$ cat config.mk
export PLATFORM = sky130hd
export DESIGN_NAME = regex_memory_arbiter
export DESIGN_NICKNAME = d
export VERILOG_FILES = /design/src/rtl/regex_memory_arbiter_pkg.sv /design/src/rtl/regex_memory_arbiter_round_robin_picker.sv /design/src/rtl/regex_memory_arbiter.sv
export SDC_FILE = /design/constraint.sdc
export NUM_CORES = 1
export LEC_CHECK = 0
export ABC_AREA = 1
export ABC_CLOCK_PERIOD_IN_PS = 2650
export CAP_MARGIN = 15
export CELL_PAD_IN_SITES_DETAIL_PLACEMENT = 0
export CELL_PAD_IN_SITES_GLOBAL_PLACEMENT = 1
export CORE_MARGIN = 4
export CORE_UTILIZATION = 30
export DETAILED_ROUTE_END_ITERATION = 10
export PLACE_DENSITY = 0.77
export SYNTH_ARGS = -nofsm -noshare
export SYNTH_HDL_FRONTEND = slang
export SYNTH_SLANG_ARGS = --single-unit
$ cat constraint.sdc
create_clock -name clk -period 2.65 [get_ports clk]
set_input_delay 0.3975 -clock clk [delete_from_list [all_inputs] [get_ports clk]]
set_output_delay 0.3975 -clock clk [all_outputs]
set_load 0.005 [all_outputs]
$ cat src/rtl/regex_memory_arbiter_pkg.sv
// Shared defaults for the instruction-memory arbiter that sits between the
// regex CPUs and the single synchronous instruction memory.
package regex_memory_arbiter_pkg;

  localparam int N_CPU_DEFAULT             = 4;
  localparam int MEMORY_WIDTH_DEFAULT      = 16;
  localparam int MEMORY_ADDR_WIDTH_DEFAULT = 11;

endpackage

$ cat src/rtl/regex_memory_arbiter_round_robin_picker.sv
// Combinational round-robin picker: the first set request at or after ptr,
// wrapping from N-1 back to 0, wins a one-hot grant.
module round_robin_picker #(
  parameter int N = 4
) (
  input  logic [N-1:0]         req,
  input  logic [$clog2(N)-1:0] ptr,
  output logic [N-1:0]         grant,
  output logic [$clog2(N)-1:0] grant_idx,
  output logic                 any_grant
);

  localparam int IW = $clog2(N);

  logic [IW-1:0] idx;

  // NOTE: combinational logic uses blocking '=' and assigns every output a
  // default first, so no path leaves a value unassigned and no latch is inferred.
  always_comb begin
    grant     = '0;
    grant_idx = '0;
    any_grant = 1'b0;
    idx       = '0;
    for (int k = 0; k < N; k++) begin
      // N is a power of two, so the IW-bit add wraps modulo N for free.
      idx = ptr + IW'(k);
      if (!any_grant && req[idx]) begin
        any_grant      = 1'b1;
        grant[idx]     = 1'b1;
        grant_idx      = idx;
      end
    end
  end

endmodule

$ cat src/rtl/regex_memory_arbiter.sv
// Round-robin arbiter letting N_CPU regex CPUs share one synchronous
// instruction memory; read data is steered back to per-CPU holding registers.
module regex_memory_arbiter
  import regex_memory_arbiter_pkg::*;
#(
  parameter int N_CPU             = N_CPU_DEFAULT,
  parameter int MEMORY_WIDTH      = MEMORY_WIDTH_DEFAULT,
  parameter int MEMORY_ADDR_WIDTH = MEMORY_ADDR_WIDTH_DEFAULT
) (
  input  logic                                clk,
  input  logic                                rst,
  input  logic [N_CPU-1:0]                    cpu_memory_valid,
  input  logic [N_CPU*MEMORY_ADDR_WIDTH-1:0]  cpu_memory_addr,
  output logic [N_CPU-1:0]                    cpu_memory_ready,
  output logic [N_CPU*MEMORY_WIDTH-1:0]       cpu_memory_data,
  input  logic                                mem_busy,
  output logic                                mem_en,
  output logic [MEMORY_ADDR_WIDTH-1:0]        mem_addr,
  input  logic [MEMORY_WIDTH-1:0]             mem_data
);

  localparam int IDW = $clog2(N_CPU);

  logic [N_CPU-1:0]                   hold_q, hold_d;
  logic [IDW-1:0]                     rr_ptr_q, rr_ptr_d;
  logic                               resp_valid_q, resp_valid_d;
  logic [IDW-1:0]                     resp_id_q, resp_id_d;
  logic [N_CPU-1:0][MEMORY_WIDTH-1:0] data_q;

  logic [N_CPU-1:0] eligible;
  logic [N_CPU-1:0] grant;
  logic [IDW-1:0]   grant_idx;
  logic             any_grant;

  // Reset gates eligibility so ready/mem_en drop the instant rst goes low.
  // The hold mask hides the CPU served last cycle while its valid falls.
  assign eligible = (rst && !mem_busy) ? (cpu_memory_valid & ~hold_q) : '0;

  round_robin_picker #(
    .N (N_CPU)
  ) u_picker (
    .req       (eligible),
    .ptr       (rr_ptr_q),
    .grant     (grant),
    .grant_idx (grant_idx),
    .any_grant (any_grant)
  );

  assign cpu_memory_ready = grant;
  assign mem_en           = any_grant;
  assign cpu_memory_data  = data_q;

  // One-hot AND-OR mux of the granted CPU's address; zero when idle.
  always_comb begin
    mem_addr = '0;
    for (int i = 0; i < N_CPU; i++) begin
      if (grant[i]) begin
        mem_addr = mem_addr | cpu_memory_addr[i*MEMORY_ADDR_WIDTH +: MEMORY_ADDR_WIDTH];
      end
    end
  end

  always_comb begin
    hold_d       = grant;
    rr_ptr_d     = rr_ptr_q;
    resp_valid_d = any_grant;
    resp_id_d    = grant_idx;
    if (any_grant) begin
      rr_ptr_d = grant_idx + IDW'(1);
    end
  end

  always_ff @(posedge clk or negedge rst) begin
    if (!rst) begin
      hold_q       <= '0;
      rr_ptr_q     <= '0;
      resp_valid_q <= 1'b0;
      resp_id_q    <= '0;
    end else begin
      hold_q       <= hold_d;
      rr_ptr_q     <= rr_ptr_d;
      resp_valid_q <= resp_valid_d;
      resp_id_q    <= resp_id_d;
    end
  end

  // NOTE: the per-CPU data registers are real flops read directly by the CPUs,
  // so they are reset to a known zero rather than left as an unreset RAM.
  always_ff @(posedge clk or negedge rst) begin
    if (!rst) begin
      data_q <= '0;
    end else if (resp_valid_q) begin
      data_q[resp_id_q] <= mem_data;
    end
  end

endmodule

==> results.py <==
metrics = {
    "route": {
        "drt_iter0_drc": 292,
        "via_per_inst": 4.51,
        "ant_nets": 0,
        "post_drt_wl_per_cell_um": 14.2,
        "dr_total_vias": 3516,
        "routed_wl_um": 11100,
        "route.detailed.drc": 0,
        "drtPass1Iterations": 4,
    },
    "timing": {
        "worst_pin_slew_ns": 0.919,
        "hold_slack_ns": 0.319,
        "skew_ns": 0.00636,
        "finalSetupTns_ns": -0.182,
        "hold_viol": 0,
        "fin_crit_sh": 1.03,
        "relSlewSlack": 0.388,
        "layout_setup_ws_ns": -0.0837,
        "grt_setup_unrepaired": "yes",
        "fmax_mhz": 366,
        "finalMaxSlewViolations": 0,
        "min_period_ns": 2.73,
        "setup_viol": 5,
    },
    "yosys": {
        "synth_edf_count": 0,
        "syn_nets": 516,
        "synth_cells": 443,
        "synthTopCellsByArea": "dfrtp_1 52%, nand2_1 16%, o21ai_0 9.2%",
        "synth_cell_type_count": 17,
        "yosysSeqAreaShare": 0.515,
        "syn-cell-area_um2": 3550,
        "synth_top_cell_by_area": "dfrtp_1",
        "synth_compound_area_frac": 0.0946,
        "synth_ff_type": "dfrtp_1",
        "muxShareOfSynthArea": 0,
        "synth_xor_xnor_area_share": 0,
        "synthArstFlopShare": 1.00,
        "synth_top_area_share": 0.515,
        "synth.avg_cell_area_um2": 8.00,
        "yosys_warnings": 0,
        "synth_fa_ha_area_frac": 0.0212,
        "ys_ff_latch": 73,
        "synth_top_family_by_area": "simple AND/OR/NAND/NOR gates",
        "synth-simple-area-share": 0.283,
    },
    "final_layout": {
        "drive_above_1_share": 0.236,
        "postLayoutCoreUtil": 0.524,
        "nNetsFinal": 704,
        "num_antenna_cells": 0,
        "num-fill-cells": 1074,
        "final_common_cell": "nand2_1",
        "final_cell_mix": "138 x nand2_1, 125 x clkdlybuf4s50_1, 73 x dfrtp_1, 65 x o21ai_0, 51 x inv_1",
        "layout-area-overhead-vs-synth_pct": 70.3,
        "fin_area_um2": 6040,
    },
    "clock_network": {
        "clkTransAtPathRegs_ns": 0.06,
        "clk_path_buf_depth": 2,
        "clock_latency_ns": 0.32,
        "cts_root_buf": "clkbuf_16",
        "htree_levels": 3,
        "cts.sinks": 73,
        "cts_tree": "yes",
        "cts_buffers": 9,
        "ctsHoldBuffers": 0,
    },
    "hold_path": {
        "holdCritPathClass": "input port to async pin",
    },
    "critical_path": {
        "crit_chain": "inv_2, ha_4, buf_6, nand3_4, nand2_4, nand2_4, nor2_8, nand3_2, nand2_8, clkdlybuf4s50_1",
        "crit_fanout": 10,
        "worstSetupEndpointType": "output pin",
        "critPathLaunchType": "flip-flop",
        "crit_slowest_cell": "clkdlybuf4s50_1",
        "cp_num_buf_inv": 3,
        "criticalPathCategory": "flip-flop to output pin",
        "crit_arrival_ns": 2.34,
        "path_common_cell": "nand2_4",
        "crit_family": "buffers and inverters",
        "r2r_slack_ns": 0.58,
        "required_ns": 2.25,
        "cpPeakStageDelay_ns": 0.52,
    },
    "power": {
        "switching_share": 0.363,
        "pwr-share-seq": 0.261,
        "power_density_nw_per_um2": 1250,
        "peakVddDrop_uv": 385,
        "comb_power_share": 0.570,
        "p_int_mw": 4.83,
        "finalPower_mw": 7.58,
        "leakage_nw": 2.95,
        "switching_power_mw": 2.75,
        "clkPwrFrac": 0.168,
    },
    "placement": {
        "numPortBuffers": 146,
        "placed_cell_area_um2": 5280,
        "place.detailed.hpwl_um": 7710,
        "place_congestion": 0.827,
    },
    "outcome": {
        "violations": "setup timing",
        "status": "complete, but fails checks",
    },
    "die": {
        "dieArea_um2": 13600,
        "die_h_um": 117,
        "start_util": 0.308,
        "die_w_um": 117,
        "fp.coreArea_um2": 11500,
        "io_pins": 147,
        "row_count": 39,
    },
    "grt": {
        "grt_first_pass_wirelength_um": 17500,
        "grt_pass1_vias": 3516,
        "antenna_found_initial": 0,
        "grt_max_degree": 74,
        "grt_usage": 0.164,
        "grt_remaining_overflow": 0,
    },
    "flow_run": {
        "max-cap-violations": 0,
    },
}
## power by group through the flow
stage               Combinational (mW)  Sequential (mW)  Clock, mW
finish                            4.32             1.98       1.28
global route                      4.79             2.05       1.36
CTS                               4.26             1.98       1.31
detailed placement                3.77             1.99          0
global placement                  3.73             1.98          0
floorplan                         1.55             2.02          0
## synthesized netlist by cell type, types with 3 or more instances
| master | n |
|---|---|
| nand2_1 | 155 |
| dfrtp_1 | 73 |
| o21ai_0 | 65 |
| inv_1 | 55 |
| nand3_1 | 27 |
| nand2_2 | 18 |
| nor2_1 | 14 |
| clkbuf_1 | 12 |
| ha_1 | 6 |
| buf_6 | 4 |
| nand3_2 | 4 |
| nand2_4 | 3 |
## path summary, 6_finish.rpt
| kind | start | to | cells past startpoint |
|---|---|---|---|
| worst max-delay path | rr_ptr_q[0]$_DFFE_PN0P_ | cpu_memory_ready[1] | 10 |
| worst min-delay path | rst | cpu_memory_data[14]$_DFFE_PN0P_ | 2 |
| worst max register to register | rr_ptr_q[0]$_DFFE_PN0P_ | rr_ptr_q[1]$_DFFE_PN0P_ | 16 |
| worst min register to register | cpu_memory_data[50]$_DFFE_PN0P_ | cpu_memory_data[50]$_DFFE_PN0P_ | 2 |
| max in group asynchronous | rst | cpu_memory_data[34]$_DFFE_PN0P_ | 2 |
| min in group clk | cpu_memory_data[50]$_DFFE_PN0P_ | cpu_memory_data[50]$_DFFE_PN0P_ | 2 |
## stage by stage
step,worst slack (ns),instances
detailed placement,-0.536,738
CTS,-0.130,773
global route,-0.191,779
global placement,-0.475,738
finish,-0.0837,779
floorplan,0.343,443
## cells by family after synthesis
kind of cell | Yosys count
simple gates | 224
buf+inv | 73
flops | 73
compound gates | 67
fa+ha+maj | 6
## routing by layer
layer,routed length [um],GRT usage,vias to the layer above
li1,-,-,1751
met1,4640,0.203,1611
met2,5430,0.279,141
met3,852,0.0446,13
met4,160,0.0520,0
met5,0,0,-
## worst register-to-register path, delay by kind of cell, from the launching register on
| family | cells | cell delay [ns] |
|---|---|---|
| adders and majority gates | 1 | 0.30 |
| buffers and inverters | 7 | 0.61 |
| DFF | 1 | 0.37 |
| and+or+nand+nor | 8 | 0.74 |
## flip-flops by register name, indices dropped and copies added, names as in the netlist
name / cells
rr_ptr_q: 2
hold_q: 4
resp_id_q: 2
cpu_memory_data: 64
resp_valid_q: 1
## layout make-up
type	instances	area [um2]	share of cell area
repair buffers	193	1850	0.307
clock buffers	11	243	0.0402
clock inverters	5	78.8	0.0131
well taps	143	179	0.0296
flip-flops and latches	73	1830	0.303
multi-input cells	297	1640	0.271
inverters	57	219	0.0363
## what timing repair did
action | CTS | global route
setup endpoints to repair | 16 | 16
cloned | 1 | 0
pin swaps | 30 | 31
gates resized for setup | 82 | 47
setup buffers | 18 | 7
Note: power is estimated with default switching activity, not from simulation.
